==> config.mk <==
export PLATFORM = sky130hd
export DESIGN_NAME = riscv_muldiv
export DESIGN_NICKNAME = d
export VERILOG_FILES = /design/src/rtl/riscv_pkg.sv /design/src/rtl/riscv_muldiv.sv
export SDC_FILE = /design/constraint.sdc
export NUM_CORES = 1
export LEC_CHECK = 0
export ABC_AREA = 1
export ABC_CLOCK_PERIOD_IN_PS = 3200
export BUFFER_PORTS_ARGS = -buffer_cell sky130_fd_sc_hd__clkbuf_2
export CAP_MARGIN = 0
export CELL_PAD_IN_SITES_DETAIL_PLACEMENT = 2
export CELL_PAD_IN_SITES_GLOBAL_PLACEMENT = 2
export CORE_MARGIN = 2
export CORE_UTILIZATION = 29
export DETAILED_ROUTE_END_ITERATION = 8
export PLACE_DENSITY = 0.85
export RECOVER_POWER = 50
export SLEW_MARGIN = 20
export SYNTH_ARGS = -nofsm -noshare
export SYNTH_HDL_FRONTEND = slang
export SYNTH_SLANG_ARGS = --single-unit
==> constraint.sdc <==
create_clock -name clk -period 3.2 [get_ports clk]
set_input_delay 0.16 -clock clk [delete_from_list [all_inputs] [get_ports clk]]
set_output_delay 0.16 -clock clk [all_outputs]
set_load 0.05 [all_outputs]
==> src/rtl/riscv_pkg.sv <==
// Shared RV32M definitions: funct3 opcodes, multiply/divide FSM states and
// the fixed constants the execute stage and its bench rely on.
package riscv_pkg;

    typedef enum logic [2:0] {
        OP_MUL    = 3'b000,
        OP_MULH   = 3'b001,
        OP_MULHSU = 3'b010,
        OP_MULHU  = 3'b011,
        OP_DIV    = 3'b100,
        OP_DIVU   = 3'b101,
        OP_REM    = 3'b110,
        OP_REMU   = 3'b111
    } muldiv_op_e;

    typedef enum logic [1:0] {
        IDLE,
        CALC,
        FIX,
        DONE
    } muldiv_state_e;

    localparam int          MULDIV_LATENCY = 34;
    localparam logic [31:0] DIV0_QUOTIENT  = 32'hFFFFFFFF;
    localparam logic [31:0] SIGNED_MIN     = 32'h80000000;

    // rs1 is treated as signed for MULH, MULHSU, DIV and REM
    function automatic logic opSignedA(input muldiv_op_e o);
        return (o == OP_MULH) || (o == OP_MULHSU) || (o == OP_DIV) || (o == OP_REM);
    endfunction

    function automatic logic opSignedB(input muldiv_op_e o);
        return (o == OP_MULH) || (o == OP_DIV) || (o == OP_REM);
    endfunction

endpackage

==> src/rtl/riscv_muldiv.sv <==
// Iterative RV32M multiply/divide unit: 32 shift-add or restoring steps on
// operand magnitudes, then a sign/select fix-up cycle. Fixed 34-cycle latency.
module riscv_muldiv
    import riscv_pkg::*;
#(
    parameter int XLEN = 32
) (
    input  logic            clk,
    input  logic            reset,
    input  logic            start,
    input  logic [2:0]      op,
    input  logic [XLEN-1:0] A,
    input  logic [XLEN-1:0] B,
    output logic            busy,
    output logic            done,
    output logic [XLEN-1:0] Result,
    output logic            Zero
);

    localparam int CW = $clog2(XLEN);
    localparam logic [CW-1:0] LAST_STEP = CW'(XLEN - 1);

    muldiv_state_e     state_q, state_d;
    muldiv_op_e        op_q, op_d;
    logic              signA_q, signA_d;
    logic              signB_q, signB_d;
    logic [XLEN-1:0]   magA_q, magA_d;
    logic [XLEN-1:0]   magB_q, magB_d;
    logic [2*XLEN-1:0] acc_q, acc_d;
    logic [CW-1:0]     count_q, count_d;
    logic [XLEN-1:0]   result_q, result_d;

    logic              isDiv;
    logic              mulBit;
    logic              qBit;
    logic              inSignA, inSignB;
    logic [XLEN:0]     trialRem;
    logic [XLEN+1:0]   addA, addB, addSum;
    logic [XLEN-1:0]   newRem;
    logic [2*XLEN-1:0] stepAcc;
    logic [2*XLEN-1:0] prodSigned;
    logic [XLEN-1:0]   quotient, remainder;
    logic [XLEN-1:0]   fixResult;

    // One shared adder: adds the multiplicand for multiply, subtracts the
    // divisor from the 33-bit trial remainder for divide (borrow = bit XLEN+1).
    always_comb begin
        isDiv    = op_q[2];
        mulBit   = magB_q[count_q];
        trialRem = {acc_q[2*XLEN-1:XLEN], magA_q[~count_q]};
        addA     = '0;
        addB     = '0;
        if (isDiv) begin
            addA = {1'b0, trialRem};
            addB = ~{2'b00, magB_q};
        end else begin
            addA = {2'b00, acc_q[2*XLEN-1:XLEN]};
            addB = mulBit ? {2'b00, magA_q} : '0;
        end
        addSum  = addA + addB + {{(XLEN+1){1'b0}}, isDiv};
        qBit    = ~addSum[XLEN+1];
        newRem  = qBit ? addSum[XLEN-1:0] : trialRem[XLEN-1:0];
        stepAcc = isDiv ? {newRem, acc_q[XLEN-2:0], qBit}
                        : {addSum[XLEN:0], acc_q[XLEN-1:1]};
    end

    // Sign and word selection; only divide-by-zero needs an explicit override,
    // the signed-overflow case falls out of the magnitude arithmetic.
    always_comb begin
        prodSigned = (signA_q ^ signB_q) ? -acc_q : acc_q;
        quotient   = acc_q[XLEN-1:0];
        remainder  = acc_q[2*XLEN-1:XLEN];
        fixResult  = '0;
        case (op_q)
            OP_MUL:                        fixResult = acc_q[XLEN-1:0];
            OP_MULH, OP_MULHSU, OP_MULHU:  fixResult = prodSigned[2*XLEN-1:XLEN];
            OP_DIV, OP_DIVU: begin
                if (magB_q == '0)
                    fixResult = DIV0_QUOTIENT;
                else
                    fixResult = (signA_q ^ signB_q) ? -quotient : quotient;
            end
            default:                       fixResult = signA_q ? -remainder : remainder;
        endcase
    end

    always_comb begin
        inSignA  = opSignedA(muldiv_op_e'(op)) & A[XLEN-1];
        inSignB  = opSignedB(muldiv_op_e'(op)) & B[XLEN-1];
        state_d  = state_q;
        op_d     = op_q;
        signA_d  = signA_q;
        signB_d  = signB_q;
        magA_d   = magA_q;
        magB_d   = magB_q;
        acc_d    = acc_q;
        count_d  = count_q;
        result_d = result_q;
        case (state_q)
            CALC: begin
                acc_d   = stepAcc;
                count_d = count_q + 1'b1;
                if (count_q == LAST_STEP)
                    state_d = FIX;
            end
            FIX: begin
                result_d = fixResult;
                state_d  = DONE;
            end
            DONE:    state_d = IDLE;
            default: state_d = IDLE;
        endcase
        if (((state_q == IDLE) || (state_q == DONE)) && start) begin
            op_d    = muldiv_op_e'(op);
            signA_d = inSignA;
            signB_d = inSignB;
            magA_d  = inSignA ? -A : A;
            magB_d  = inSignB ? -B : B;
            acc_d   = '0;
            count_d = '0;
            state_d = CALC;
        end
    end

    always_ff @(posedge clk) begin
        if (reset) begin
            state_q  <= IDLE;
            op_q     <= OP_MUL;
            signA_q  <= 1'b0;
            signB_q  <= 1'b0;
            magA_q   <= '0;
            magB_q   <= '0;
            acc_q    <= '0;
            count_q  <= '0;
            result_q <= '0;
        end else begin
            state_q  <= state_d;
            op_q     <= op_d;
            signA_q  <= signA_d;
            signB_q  <= signB_d;
            magA_q   <= magA_d;
            magB_q   <= magB_d;
            acc_q    <= acc_d;
            count_q  <= count_d;
            result_q <= result_d;
        end
    end

    assign busy   = (state_q == CALC) || (state_q == FIX);
    assign done   = (state_q == DONE);
    assign Result = result_q;
    assign Zero   = (result_q == '0);

endmodule

==> results_dict.tcl <==
set metrics [dict create \
    clk_pin_slew_ns 0.09 \
    violations "capacitance limit, slew limit, setup timing" \
    dr.pass1.iters 6 \
    grt_pass1_wl_um 189000 \
    syn_area_per_cell_um2 5.62 \
    power_density_nw_per_um2 733 \
    period_needed_ns 4.89 \
    crit_fanout 8 \
    r2r_end "acc_q[51]" \
    nets 3357 \
    crit_type "flop to flop" \
    required_ns 3.58 \
    insertion_delay_ns 0.57 \
    netlist_area_um2 16300 \
    dieArea_um2 58000 \
    min_period_over_period 1.53 \
    ir_worst_vdd_uv 449 \
    viasPerCell 6.54 \
    layout_setup_ws_ns -1.69 \
    dr_total_vias 26230 \
    portBuffers 104 \
    globalplace.congestion 0.984 \
    ys_seq_area_frac 0.212 \
    p_total_mw 16.8 \
    layout_commonest_cell "nand2_1" \
    setup.worst_path.end "acc_q[51]" \
    setup_viol 88 \
    slew_violations 5 \
    reg2reg_slack_ns -1.69 \
    synth_edf_count 0 \
    final_cell_mix "nand2_1 (687), inv_1 (319), buf_4 (304), nor2_1 (293), o21ai_0 (234)" \
    final_core_util 0.414 \
    r2r_cells 23 \
    core_um2 55300 \
    fin_skew_ns 0.0425 \
    htreeDepth 4 \
    crit_path_start "count_q[0]" \
    syn-num-nets 3007 \
    grt_max_degree 90 \
    core.rowCount 86 \
    die_h_um 241 \
    whs_ns 0.0147 \
    maxCapViolations 2 \
    status "finished with violations" \
    whs_path_depth 3 \
    drive_above_1_share 0.269 \
    antenna_found_initial 12 \
    relSlewSlack -0.100 \
    initialDrtViolationCount 3139 \
    num_io_pins 105 \
    worst_setup_path_start_kind "flop" \
    die_w_um 241 \
    ant_nets 0 \
    gr-usage-all-layers 0.445 \
    clock-sinks 172 \
    cellLeakagePower_nw 10.9 \
    numCtsBuffers 17 \
    area_delta_synth_final_pct 40.9 \
    cp_data_arrival_time_ns 5.27 \
    worstMarginPinSlew_ns 1.63 \
    r2r-start "count_q[0]" \
    synthFlopType "dfxtp_1" \
    routedWlPerCell_um 36.7 \
    overflow 0 \
    ctsLongestPathBuffers 2 \
    routed_wl_um 147000 \
    fillCellCount 6705 \
    synthCells 2894 \
    cts_tree "yes" \
    cts_root_buf "clkbuf_16" \
    synth_cell_types 55 \
    drc 0 \
    ys_async_sr_fraction 0 \
    fmax_ghz 0.205 \
    rsz0062_at_grt "true" \
    yosysWarningCount 0 \
    dp_hpwl_um 79700 \
    ys_ff_latch 172 \
    initial_utilization 0.294 \
    first_global_vias 27400 \
    endpoint_kind "flop" \
    hold_class "primary input to flop" \
    finalHoldViolCount 0 \
]
==> logic make-up (layout without fill, tap and decap cells) <==
logic type | count (synthesis) | after routing | share of synthesized area
compound gates | 661 | 661 | 0.217
other cells | 0 | 4 | 0
xor+xnor | 60 | 60 | 0.0323
simple gates | 1470 | 1470 | 0.382
fa+ha+maj | 43 | 43 | 0.0340
flops | 172 | 172 | 0.212
buf+inv | 488 | 850 | 0.123
==> cells in the mapped netlist (40+ instances only) <==
| cell | instances | share of area |
|---|---|---|
| nand2_1 | 794 | 0.18 |
| inv_1 | 337 | 0.078 |
| nor2_1 | 326 | 0.075 |
| o21ai_0 | 267 | 0.082 |
| a21oi_1 | 262 | 0.081 |
| nand3_1 | 191 | 0.059 |
| dfxtp_1 | 172 | 0.21 |
| clkbuf_1 | 73 | 0.017 |
| o22ai_1 | 55 | 0.021 |
| xor2_1 | 42 | 0.023 |
| ha_1 | 41 | 0.032 |
| buf_2 | 40 | 0.012 |
==> sequential cells by signal, summed over array words and instances, names as in the netlist <==
name / flops
acc_q: 64
count_q: 5
magB_q: 32
op_q: 3
signB_q: 1
signA_q: 1
Result: 32
state_q: 2
magA_q: 32
==> critical path, cell delays in order (launching register included) <==
cell and delay (ns):
dfxtp_4 0.48, inv_4 0.07, buf_12 0.16, a21oi_4 0.21, o21ai_4 0.09, nand3_2 0.09
nand3_2 0.09, nand4_1 0.15, o21ai_4 0.14, buf_12 0.17, buf_16 0.15, o22ai_4 0.41
ha_4 0.30, buf_4 0.16, a21oi_4 0.21, o21ai_2 0.14, inv_1 0.16, buf_4 0.16
nand2_1 0.08, nand2_1 0.15, nand3_1 0.31, nand2_1 0.24, nand3_1 0.11, a31oi_1 0.48
==> area by class of cell <==
cell class,count,area (µm²),area share
repair buffers,468,3660,0.160
diodes,4,10.0,0.000437
flip-flops and latches,172,3450,0.151
clock inverters,13,191,0.00835
well taps,748,936,0.0408
multi-input cells,2234,12900,0.562
clock buffers,18,439,0.0192
inverters,351,1350,0.0590
==> through the flow <==
| step | setup WS (ns) | area [µm²] | setup TNS [ns] | std cells |
|---|---|---|---|---|
| after CTS | -0.572 | 21600 | -15.86 | 3977 |
| after global routing | -1.72 | 22900 | -50.09 | 4004 |
| after floorplan | 0.148 | 16300 | 0 | 2894 |
| after detailed placement | -0.886 | 19400 | -23.58 | 3909 |
| after global placement | -0.450 | 19400 | -11.16 | 3909 |
| final | -1.69 | 22900 | -44.22 | 4008 |
==> layer usage <==
layer	wire (µm)	global-route usage	share of wire
met2	63100	0.715	0.43
met3	15900	0.145	0.11
met4	18900	0.439	0.13
met5	89	0	0.00060
met1	49100	0.451	0.33
==> timing repair <==
action | 4_1_cts | 5_1_grt
gates resized for setup | 257 | 283
hold buffers | 13 | 0
setup buffers | 19 | 28
pin swaps | 33 | 88
endpoints found under the hold margin | 13 | 0
setup endpoints to repair | 33 | 39
cloned | 6 | 3
==> worst min-delay path by stage <==
stage	from	end	slack, ns
global placement	op_q[0]	op_q[0]	0.45
finish	B[9]	magB_q[9]	0.01
CTS	B[9]	magB_q[9]	0.002
detailed placement	Result[14]	Result[14]	0.48
global route	B[8]	magB_q[8]	0.03
floorplan	op[1]	op_q[1]	0.27
==> power by group <==
group	switching (mW)	internal [mW]
Sequential	0.557	2.48
Combinational	7.93	3.19
Clock	1.32	1.34
Total	9.81	7.00
Power figures use the tool's default switching activity.
